## config.mk

```make
export PLATFORM = sky130hd
export DESIGN_NAME = raster_ram_shim
export DESIGN_NICKNAME = d
export VERILOG_FILES = /design/src/rtl/raster_ram_shim.sv
export SDC_FILE = /design/constraint.sdc
export NUM_CORES = 1
export LEC_CHECK = 0
export ABC_AREA = 1
export ABC_CLOCK_PERIOD_IN_PS = 6500
export BUFFER_PORTS_ARGS = -buffer_cell sky130_fd_sc_hd__buf_2
export CELL_PAD_IN_SITES_DETAIL_PLACEMENT = 1
export CELL_PAD_IN_SITES_GLOBAL_PLACEMENT = 1
export CORE_MARGIN = 3
export CORE_UTILIZATION = 42
export DETAILED_ROUTE_END_ITERATION = 16
export PLACE_DENSITY = 0.89
export REMOVE_ABC_BUFFERS = 1
export SLEW_MARGIN = 40
export SYNTH_ARGS = -nofsm -noshare
export SYNTH_HDL_FRONTEND = slang
export SYNTH_SLANG_ARGS = --single-unit
```

## constraint.sdc

```tcl
create_clock -name clk -period 6.5 [get_ports clk]
set_input_delay 0.325 -clock clk [delete_from_list [all_inputs] [get_ports clk]]
set_output_delay 0.325 -clock clk [all_outputs]
set_load 0.05 [all_outputs]
```

## src/rtl/raster_ram_shim.sv

```systemverilog
// Scanner-to-RAM shim: takes committed ADC samples and writes them into a
// circular buffer in system RAM through a single-word Wishbone classic master.
module raster_ram_shim #(
  parameter int                  DATA_WID  = 24,
  parameter int                  BUS_WID   = 32,
  parameter int                  ADDR_WID  = 32,
  parameter logic [ADDR_WID-1:0] BASE_ADDR = '0,
  parameter int                  MAX_WORDS = 1024,
  parameter int                  PTR_WID   = 16
) (
  input  logic                  clk,
  input  logic                  rst,
  input  logic [DATA_WID-1:0]   data,
  input  logic                  mem_commit,
  output logic                  mem_finished,
  output logic                  bus_cyc,
  output logic                  bus_stb,
  output logic                  bus_we,
  output logic [ADDR_WID-1:0]   bus_adr,
  output logic [BUS_WID-1:0]    bus_dat_w,
  output logic [BUS_WID/8-1:0]  bus_sel,
  input  logic                  bus_ack,
  input  logic                  bus_err,
  input  logic [PTR_WID-1:0]    rd_ptr,
  input  logic                  clear,
  output logic [PTR_WID-1:0]    wr_ptr,
  output logic [PTR_WID-1:0]    words_avail,
  output logic                  full,
  output logic                  bus_error
);

  // state      | meaning
  // IDLE       | waiting for a scanner commit; clear is honoured here only
  // WAIT_SPACE | sample latched, waiting for room in the buffer
  // BUS_WRITE  | Wishbone write in flight, outputs held until ack/err
  // ACK        | mem_finished high until the scanner drops mem_commit
  localparam logic [1:0] IDLE       = 2'd0;
  localparam logic [1:0] WAIT_SPACE = 2'd1;
  localparam logic [1:0] BUS_WRITE  = 2'd2;
  localparam logic [1:0] ACK        = 2'd3;

  localparam logic [PTR_WID:0]   MAX_W    = (PTR_WID+1)'(MAX_WORDS);
  localparam logic [PTR_WID-1:0] LAST_IDX = PTR_WID'(MAX_WORDS - 1);

  logic [1:0]          state;
  logic [BUS_WID-1:0]  sample;
  logic [PTR_WID:0]    diff;
  logic [PTR_WID:0]    avail_ext;
  logic [PTR_WID-1:0]  avail_next;
  logic [PTR_WID-1:0]  wr_ptr_inc;
  logic [ADDR_WID-1:0] adr_next;
  logic                space_ok;

  // An out-of-range rd_ptr is treated the same as a full buffer.
  always_comb begin
    diff       = {1'b0, wr_ptr} - {1'b0, rd_ptr};
    avail_ext  = diff[PTR_WID] ? (diff + MAX_W) : diff;
    avail_next = avail_ext[PTR_WID-1:0];
    wr_ptr_inc = (wr_ptr == LAST_IDX) ? '0 : (wr_ptr + PTR_WID'(1));
    adr_next   = BASE_ADDR + (ADDR_WID'(wr_ptr) << 2);
    space_ok   = !full && ({1'b0, rd_ptr} < MAX_W);
  end

  always_ff @(posedge clk or posedge rst) begin
    if (rst) begin
      state        <= IDLE;
      sample       <= '0;
      mem_finished <= 1'b0;
      bus_cyc      <= 1'b0;
      bus_stb      <= 1'b0;
      bus_we       <= 1'b0;
      bus_adr      <= '0;
      bus_dat_w    <= '0;
      bus_sel      <= '0;
      wr_ptr       <= '0;
      words_avail  <= '0;
      full         <= 1'b0;
      bus_error    <= 1'b0;
    end else begin
      words_avail <= avail_next;
      full        <= (avail_next == LAST_IDX);
      case (state)
        IDLE: begin
          if (clear) begin
            wr_ptr    <= '0;
            bus_error <= 1'b0;
          end else if (mem_commit) begin
            sample <= BUS_WID'($signed(data));
            state  <= WAIT_SPACE;
          end
        end
        WAIT_SPACE: begin
          if (space_ok) begin
            bus_adr   <= adr_next;
            bus_dat_w <= sample;
            bus_sel   <= '1;
            bus_cyc   <= 1'b1;
            bus_stb   <= 1'b1;
            bus_we    <= 1'b1;
            state     <= BUS_WRITE;
          end
        end
        BUS_WRITE: begin
          // An error still advances the pointer so the scanner never deadlocks.
          if (bus_ack || bus_err) begin
            bus_cyc      <= 1'b0;
            bus_stb      <= 1'b0;
            bus_we       <= 1'b0;
            bus_sel      <= '0;
            wr_ptr       <= wr_ptr_inc;
            mem_finished <= 1'b1;
            if (bus_err) bus_error <= 1'b1;
            state        <= ACK;
          end
        end
        ACK: begin
          if (!mem_commit) begin
            mem_finished <= 1'b0;
            state        <= IDLE;
          end
        end
        default: state <= IDLE;
      endcase
    end
  end

endmodule
```

==> impl_metrics.py, run 1 <==
metrics = {
    "finish": {
        "synthToLayoutAreaGrowth_pct": 18.0,
        "seq_area_um2": 2550,
        "drive_gt1_share_pct": 28.4,
        "fillCellCount": 1612,
        "fin_cells": 955,
        "post-route-util_pct": 51.6,
        "final_area_um2": 6610,
        "diodes": 0,
        "multi_input_area_um2": 2460,
        "fin_nets": 846,
    },
    "clock_network": {
        "clk_path_buf_depth": 2,
        "clk_latency_ns": 0.36,
        "cts_buffers": 9,
        "htreeDepth": 3,
        "clock_tree.root_cell": "clkbuf_16",
        "cts_sinks": 102,
        "cts_tree": "built",
        "post_cts_resize_count": 0,
        "holdBufCountCts": 0,
        "clkTransAtPathRegs_ns": 0.07,
        "cts_setup_buffers": 0,
    },
    "synthesis": {
        "synth-seq-cells": 102,
        "synth.most_common_cell": "nand2_1",
        "synth_largest_area_cell": "dfrtp_1",
        "ys_seq_area_share_pct": 45.5,
        "yosysTopAreaCellShare_pct": 45.5,
        "synthTopCellsByArea": "dfrtp_1, nand2_1, mux2_2",
        "synth_cells": 654,
        "synth_edf_count": 0,
        "netlist_area_um2": 5600,
        "synthTopCellsByCount": "nand2_1, dfrtp_1, inv_1",
        "yosys_most_used_dff": "dfrtp_1",
        "synth.distinct_cells": 44,
        "yosys_warnings": 0,
        "synth-async-reset-ratio_pct": 100,
        "avgSynthCellArea_um2": 8.57,
    },
    "route": {
        "viasPerCell": 4.91,
        "route.detailed.drc": 0,
        "dr.pass1.iters": 4,
        "drtAntennaViolNets": 0,
        "num_vias": 4693,
        "drt_iter0_drc": 194,
        "wl_per_cell_um": 16.4,
        "routed_wl_mm": 15.7,
    },
    "critical_path": {
        "r2r_cells": 17,
        "worstPathRequired_ns": 6.75,
        "critPathCaptureType": "flop",
        "crit_fanout": 6,
        "crit_type": "reg2reg",
        "arrival_ns": 2.78,
        "cp-start-kind": "flop",
        "reg2reg_setup_slack_ns": 3.96,
    },
    "die": {
        "fp.dieH_um": 122,
        "ios": 152,
        "core_um2": 12800,
        "fp.dieW_um": 122,
        "num_rows": 41,
        "start_util_pct": 43.7,
        "dieArea_um2": 14800,
    },
    "sta": {
        "slew_headroom_pct": 52.7,
        "timing.fmax_mhz": 394,
        "fin_skew_ns": 0.00960,
        "tns_ns": 0,
        "worstMarginPinSlew_ns": 0.709,
        "finalCritPeriodShare_pct": 39.1,
        "drv_slew": 0,
        "fin_crit_ns": 2.54,
        "rsz0062_at_grt": "no",
        "hold_viol_final": 0,
        "finalSetupViolCount": 0,
        "setup_slack_ns": 3.96,
    },
    "grt": {
        "grt_remaining_overflow": 0,
        "grt_pass1_wl_mm": 25.4,
        "grt_max_degree": 64,
        "grt_use_total_pct": 21.7,
        "antenna_found_initial": 0,
        "first_global_vias": 5090,
    },
    "place": {
        "place_area_um2": 6310,
        "port_buffers": 135,
        "dp_cells": 939,
        "hpwlAfterDp_mm": 12.3,
        "pre_cts_ws_ns": 4.03,
        "place_congestion": 0.877,
    },
    "outcome": {
        "status": "complete, no violations",
    },
    "min_path": {
        "hold_path_class": "in2async",
    },
    "pwr": {
        "p_per_area_nw_per_um2": 369,
        "ir_drop_v": 0.000150,
        "p_leak_nw": 3.75,
    },
    "run": {
        "cap_violations": 0,
    },
}
==> kinds of logic (layout without fill, tap and decap cells) <==
family,count (synthesis),count (layout),synth area share [%]
AOI/OAI and AO/OA,72,72,7.39
buffers and inverters,143,257,11.8
and+or+nand+nor,277,277,22.9
DFF,102,102,45.5
muxes,34,34,6.83
xor gates and xnor gates,3,3,0.469
other,1,16,0.0669
adders and majority gates,22,22,5.05
==> through the flow <==
stage	hold slack [ns]	power, mW
2_1_floorplan	0.468	1.62
3_3_place_gp	0.430	1.83
3_5_place_dp	0.449	1.90
4_1_cts	0.0740	2.46
5_1_grt	0.0930	2.58
6_report	0.0482	2.44
==> worst paths after layout <==
path | startpoint | endpoint
min | rst | bus_adr[7]
min reg2reg | bus_dat_w[18] | bus_dat_w[18]
max | wr_ptr[0] | full
max in group asynchronous | rst | words_avail[4]
min in group clk | data[15] | sample[15]
max reg2reg | wr_ptr[0] | full
==> where the power goes <==
part           switching (mW)  internal [mW]  leakage (nW)
registers              0.0867          0.796          1.31
logic                   0.741          0.262          2.30
clock network           0.254          0.304         0.141
total                    1.08           1.36          3.75
==> critical path, cell delays in order (launching register included) <==
cell and delay, ns:
dfrtp_1 0.43, inv_1 0.08, ha_1 0.22, fa_1 0.39, inv_1 0.15, nand3_1 0.11
nand2_1 0.14, nand2_1 0.10, nand2_2 0.10, nand2_1 0.09, nand3_1 0.09, nand2_1 0.09
nor2_1 0.11, nand2_1 0.08, nand2_1 0.07, nand2_1 0.08, nand3_1 0.08, nor2_1 0.04
==> state kept, by name, summed over array words and instances, names as in the netlist <==
signal / flops
bus_dat_w: 24
sample: 24
bus_adr: 16
words_avail: 16
wr_ptr: 16
state: 2
bus_error: 1
bus_sel: 1
full: 1
mem_finished: 1
==> layer usage <==
| layer | GRT usage, % | vias up | part of all wire (%) |
|---|---|---|---|
| met1 | 28.1 | 2281 | 43 |
| met3 | 2.47 | 21 | 3.6 |
| met5 | 0 | - | 0 |
| met4 | 7.56 | 0 | 2.1 |
| met2 | 37.7 | 109 | 51 |
| li1 | - | 2282 | - |
==> placed cells by master, fill, tap and decap left out, types with 2 or more instances in the layout <==
cell type  Yosys  final
a21oi_1       26     26
nand2_1      154    153
clkbuf_16      0      9
nor3_1         7      7
o21ai_0       32     32
mux2_2        34     34
clkbuf_1       7      2
buf_2          2    135
conb_1         1     16
and2_1         3      3
nand3b_1       2      2
nand4_1        9      9
nor2_2         4      4
nand3_2        6      6
a21oi_2        2      2
ha_1          21     21
nand3_1       31     31
inv_2          4      4
dfrtp_1      102    102
buf_4         30      2
nor2_4         5      5
nor2_1        42     42
o22ai_1        2      2
a22oi_1        2      2
nand2_2        5      5
xor2_1         2      2
inv_6          0      3
o21bai_1       2      2
nand2_4        1      2
inv_1         99     98
nor4_1         2      2
==> layout make-up <==
class                      count  share of cell area (%)
multi-input combinational    424                    37.1
clock inverter                 5                   0.965
timing repair buffer         137                    10.4
clock buffer                  11                    3.52
inverter                     104                    6.06
tap                          172                    3.26
sequential                   102                    38.6
(Power assumes the default switching activity.)
==> inputs of run 2 (changes only) <==
ABC_CLOCK_PERIOD_IN_PS = 2180   (was 6500)
CORE_UTILIZATION = 35   (was 42)
PLACE_DENSITY = 0.79   (was 0.89)
clock period = 2.18 ns   (was 6.5 ns; I/O delays follow)
==> run 2 against run 1 <==
Net effect:
- wire length rose by 3.0%
- clock skew hardly changed
- die area is 19% higher
- critical path type unchanged
- flip-flop and latch count unchanged
- fmax up 18%
- worst setup slack worse by 3.9 ns
- core utilization is 4.4 points lower
- via count grew 3.3%
- critical path depth is the same
- combinational power rose to 3.3 times the previous value
- critical endpoint unchanged
==> impl_metrics.py, run 2 (synthesis gave the netlist of run 1 again) <==
metrics = {
    "grt": {
        "grt.met3_usage_pct": 3.08,
        "met2_usage_pct": 29.3,
        "first_global_vias": 4892,
        "grt_max_degree": 50,
        "busiest_layer": "met2",
        "grt_use_total_pct": 17.8,
        "grt_pass1_wl_mm": 25.4,
        "grt_util_met1_pct": 23.6,
        "grt_remaining_overflow": 0,
        "antenna_found_initial": 0,
    },
    "critical_path": {
        "worstPathRequired_ns": 2.43,
        "r2r_cells": 17,
        "startpoint": "wr_ptr[0]",
        "crit_type": "reg2reg",
        "critPathCaptureType": "flop",
        "worstReg2RegStart": "wr_ptr[0]",
        "reg2reg_setup_slack_ns": 0.03,
        "cp-start-kind": "flop",
        "crit_fanout": 4,
        "arrival_ns": 2.40,
        "endpoint": "full",
        "reg2reg_to": "full",
    },
    "min_path": {
        "hold_path_class": "in2reg",
    },
    "sta": {
        "drv_slew": 0,
        "fin_skew_ns": 0.0100,
        "timing.fmax_mhz": 464,
        "slew_headroom_pct": 65.5,
        "setup_slack_ns": 0.0259,
        "finalSetupViolCount": 0,
        "hold_viol_final": 0,
        "worstMarginPinSlew_ns": 0.514,
        "rsz0062_at_grt": "yes",
        "finalCritPeriodShare_pct": 98.8,
        "fin_crit_ns": 2.15,
    },
    "die": {
        "core_um2": 15400,
        "ios": 152,
        "dieArea_um2": 17600,
        "start_util_pct": 36.3,
        "fp.dieH_um": 133,
        "fp.dieW_um": 133,
        "num_rows": 45,
    },
    "route": {
        "viasPerCell": 4.62,
        "dr.pass1.iters": 4,
        "route.detailed.drc": 0,
        "routed_wl_mm": 16.2,
        "num_vias": 4849,
        "wl_per_cell_um": 15.4,
        "drtAntennaViolNets": 0,
        "drt_iter0_drc": 190,
    },
    "outcome": {
        "status": "complete, no violations",
    },
    "pwr": {
        "finalPower_mw": 7.66,
        "ir_drop_v": 0.000430,
        "p_per_area_nw_per_um2": 1050,
        "p_leak_nw": 4.04,
    },
    "clock_network": {
        "clkTransAtPathRegs_ns": 0.08,
        "cts_buffers": 9,
        "cts_tree": "built",
        "htreeDepth": 3,
        "clk_path_buf_depth": 2,
        "cts_sinks": 102,
        "clock_tree.root_cell": "clkbuf_16",
        "clk_latency_ns": 0.36,
    },
    "finish": {
        "reg.largest.list": "bus_dat_w x24, sample x24",
        "fillCellCount": 1902,
        "fin_nets": 901,
        "synthToLayoutAreaGrowth_pct": 29.8,
        "drive_gt1_share_pct": 34.0,
        "final_cell_mix": "nand2_1, buf_2, dfrtp_1, inv_1, nor2_1",
        "diodes": 0,
        "final_common_cell": "nand2_1",
    },
    "place": {
        "pre_cts_ws_ns": -0.0561,
        "hpwlAfterDp_mm": 12.1,
        "port_buffers": 135,
        "place_congestion": 0.889,
    },
    "run": {
        "cap_violations": 0,
    },
}
## run 2: changes by cell type in the layout (fill, tap and decap cells not counted), moves of 3 or more
cell / change
buf_4: +35
dlygate4sd3_1: +18
ha_1: -7
a21oi_1: -4
a21oi_2: +4
ha_2: +4
ha_4: +3
nand2_1: -3
nand2_2: +3
nand3_1: -3
nand3_2: +3
nor2_1: -3
nor2_2: +3
## run 2: layout make-up
class | count | area [um2] | share of cell area [%]
Inverter | 104 | 400 | 5.51
Tap cell | 211 | 264 | 3.63
Multi-Input combinational cell | 424 | 2560 | 35.2
Timing Repair Buffer | 192 | 1170 | 16.1
Sequential cell | 102 | 2550 | 35.1
Clock inverter | 7 | 100 | 1.38
Clock buffer | 9 | 225 | 3.10
## run 2: critical path, stage by stage, from the launching register on
cell and delay, ns:
dfrtp_1 0.36, inv_2 0.06, ha_4 0.16, fa_2 0.39, inv_2 0.09, nand3_2 0.09, nand2_2 0.11, nand2_2 0.08
nand2_4 0.10, nand2_1 0.07, nand3_1 0.07, nand2_1 0.08, nand2_1 0.09, nor2_2 0.04, nand2_1 0.08, nand2_1 0.07
nand3_1 0.08, nor2_1 0.05
## run 2: per-stage QoR
| stage | area (um2) | instances | hold WS, ns | util [%] | setup TNS [ns] |
|---|---|---|---|---|---|
| 5_1_grt | 7270 | 1049 | 0.0249 | 47.1 | -0.366 |
| 3_5_place_dp | 6600 | 1007 | 0.124 | 42.8 | -0.0561 |
| 2_1_floorplan | 5400 | 630 | 0.252 | - | -78.12 |
| 3_3_place_gp | 6600 | 1007 | 0.121 | 42.8 | 0 |
| 4_1_cts | 7130 | 1042 | 0.0103 | 46.2 | 0 |
| 6_report | 7270 | 1049 | 0.00987 | 47.1 | 0 |
## run 2: worst min-delay path by stage
stage,start,end,cells past startpoint
finish,data[18],sample[18],3
global route,data[7],sample[7],2
CTS,data[1],sample[1],3
detailed placement,rst,wr_ptr[5],2
global placement,rst,wr_ptr[5],2
floorplan,bus_err,bus_error,2
## run 2: where the power goes
| group | switching (mW) | total, mW | leakage [nW] | internal (mW) |
|---|---|---|---|---|
| combinational | 2.28 | 3.32 | 2.57 | 1.03 |
| sequential | 0.232 | 2.60 | 1.31 | 2.37 |
| clock | 0.815 | 1.74 | 0.158 | 0.930 |
| total | 3.33 | 7.66 | 4.04 | 4.33 |
## run 2: metal layers
metal	routed length [um]	share of wire, %	vias to the layer above
met1	7310	45	2332
li1	-	-	2387
met5	0	0	-
met2	7820	48	101
met4	405	2.5	0
met3	622	3.8	29
## run 2: repair_timing
| action | 4_1_cts | 5_1_grt |
|---|---|---|
| resized for setup | 6 | 21 |
| pin swaps | 5 | 10 |
| hold endpoints to repair | 41 | 0 |
| setup endpoints to repair | 1 | 6 |
| setup buffers | 1 | 7 |
| hold buffers | 18 | 0 |
==> inputs of run 3 (changes only) <==
CELL_PAD_IN_SITES_DETAIL_PLACEMENT = default   (was 1)
CELL_PAD_IN_SITES_GLOBAL_PLACEMENT = default   (was 1)
CORE_UTILIZATION = 48   (was 35)
PLACE_DENSITY = 0.8   (was 0.79)
==> run 3 against run 2 <==
Net effect:
- register-to-register slack barely moved
- clock power fell by 6%
- die area decreased by 26%
- critical path type unchanged
==> impl_metrics.py, run 3 (synthesis gave the netlist of run 1 again) <==
metrics = {
    "critical_path": {
        "crit_fanout": 4,
        "critical-path-top-delay-family": "simple AND/OR/NAND/NOR gates",
        "critPathMaxStageDelay_ns": 0.37,
        "critPathCaptureType": "flop",
        "cp-start-kind": "flop",
        "crit_top_cell": "nand2_1",
        "path_cells": "inv_2 > ha_4 > fa_2 > inv_2 > nand3_2 > nand2_2 > nand2_2 > nand2_4 > nand2_2 > nand3_2 > nand2_1 > nor2_1 > nand2_1 > nand2_1 > nand2_1 > nand3_1 > nor2_1",
        "worstPathRequired_ns": 2.42,
        "path_buf_inv": 2,
        "crit_type": "reg2reg",
        "arrival_ns": 2.39,
        "cpMaxStageDelayCell": "dfrtp_1",
    },
    "sta": {
        "tns_ns": 0,
        "slew_headroom_pct": 56.0,
        "hold_viol_final": 0,
        "finalSetupViolCount": 0,
        "fin_crit_ns": 2.15,
        "drv_slew": 0,
        "rsz0062_at_grt": "yes",
        "finalCritPeriodShare_pct": 98.7,
        "worstMarginPinSlew_ns": 0.661,
        "fin_skew_ns": 0.00467,
        "timing.fmax_mhz": 465,
    },
    "grt": {
        "grt_max_degree": 54,
        "antenna_found_initial": 0,
        "grt_use_total_pct": 20.6,
        "first_global_vias": 4420,
        "grt_pass1_wl_mm": 21.3,
        "grt_remaining_overflow": 0,
    },
    "run": {
        "cap_violations": 0,
    },
    "route": {
        "dr.pass1.iters": 5,
        "drtAntennaViolNets": 0,
        "wl_per_cell_um": 14.7,
        "drt_iter0_drc": 389,
        "routed_wl_mm": 14.2,
        "route.detailed.drc": 0,
        "viasPerCell": 5.02,
        "num_vias": 4874,
    },
    "place": {
        "place_congestion": 0.879,
        "place_area_um2": 6420,
        "port_buffers": 135,
        "hpwlAfterDp_mm": 10.0,
    },
    "pwr": {
        "ir_drop_v": 0.000614,
        "p_leak_nw": 3.98,
        "p_per_area_nw_per_um2": 1050,
    },
    "clock_network": {
        "cts_sinks": 102,
        "cts_buffers": 9,
        "cts_tree": "built",
        "clk_path_buf_depth": 2,
        "htreeDepth": 3,
        "clkTransAtPathRegs_ns": 0.07,
        "clock_tree.root_cell": "clkbuf_16",
        "clk_latency_ns": 0.35,
    },
    "die": {
        "num_rows": 38,
        "core_um2": 11100,
        "start_util_pct": 50.4,
        "fp.dieH_um": 114,
        "dieArea_um2": 13000,
        "fp.dieW_um": 114,
        "ios": 152,
    },
    "finish": {
        "final_common_cell": "nand2_1",
        "reg.largest.list": "bus_dat_w x24, sample x24",
        "drive_gt1_share_pct": 35.1,
        "diodes": 0,
        "final_cell_mix": "nand2_1, buf_2, dfrtp_1, inv_1, nor2_1",
        "final_area_um2": 7150,
        "fin_nets": 893,
        "synthToLayoutAreaGrowth_pct": 27.6,
    },
    "min_path": {
        "hold_path_class": "in2reg",
    },
    "outcome": {
        "status": "complete, no violations",
    },
}
## run 3: cell count changes in the layout (fill, tap and decap cells not counted), sizes merged
cell	previous run	this run
inv	107	108
bufinv	1	0
dlygate4sd3	18	15
buf	174	169
clkinv	3	2
clkbuf	9	10
## run 3: path summary, 6_finish.rpt
kind                          startpoint  cells after the start  slack [ns]         endpoint
max                            wr_ptr[0]                     17        0.03             full
min                              data[9]                      2        0.01        sample[9]
max reg2reg                    wr_ptr[0]                     17        0.03             full
min reg2reg                bus_dat_w[17]                      2        0.48    bus_dat_w[17]
max in group asynchronous            rst                      4        1.06  words_avail[12]
min in group asynchronous            rst                      3        0.42        sample[6]
## run 3: power breakdown
part | internal, mW | switching, mW
Clock | 0.840 | 0.799
Combinational | 1.04 | 2.26
Sequential | 2.37 | 0.230
## run 3: final cells by class
| type | instances | area, um2 |
|---|---|---|
| Inverter | 104 | 403 |
| Multi-Input combinational cell | 424 | 2620 |
| Fill cell | 939 | 3970 |
| Clock buffer | 10 | 239 |
| Clock inverter | 6 | 62.6 |
| Sequential cell | 102 | 2550 |
| Timing Repair Buffer | 184 | 1110 |
| Tap cell | 140 | 175 |
## run 3: worst reg2reg max path, stage by stage (launching register included)
cell	delay [ns]
dfrtp_1	0.37
inv_2	0.06
ha_4	0.16
fa_2	0.34
inv_2	0.09
nand3_2	0.08
nand2_2	0.11
nand2_2	0.08
nand2_4	0.10
nand2_2	0.07
nand3_2	0.07
nand2_1	0.07
nor2_1	0.09
nand2_1	0.08
nand2_1	0.07
nand2_1	0.07
nand3_1	0.08
nor2_1	0.04
## run 3: stage by stage
stage                     instances  total power [mW]  util (%)  worst slack, ns  hold WS (ns)
after floorplan                 630              4.83         -            -1.37         0.252
after global placement          924              5.52      57.7           0.0553         0.254
after detailed placement        924              5.62      57.7          -0.0598         0.252
after CTS                       957              7.32      62.0          -0.0142       0.00768
after global routing            970              7.93      64.3           -0.141       0.00961
final                           970              7.55      64.3           0.0285        0.0116
## run 3: layer usage
metal / vias up / global-route usage [%] / routed length (um)
li1: 2385 / - / -
met1: 2255 / 26.9 / 5870
met2: 202 / 33.9 / 7050
met3: 32 / 4.23 / 904
met4: 0 / 7.52 / 402
met5: - / 0 / 0
## run 3: what timing repair did
action / in CTS / in global routing
gates resized for setup: 3 / 40
pin swaps: 6 / 22
endpoints found under the setup margin: 1 / 8
hold buffers: 15 / 0
buffers inserted: 2 / 14
hold endpoints to repair: 66 / 0
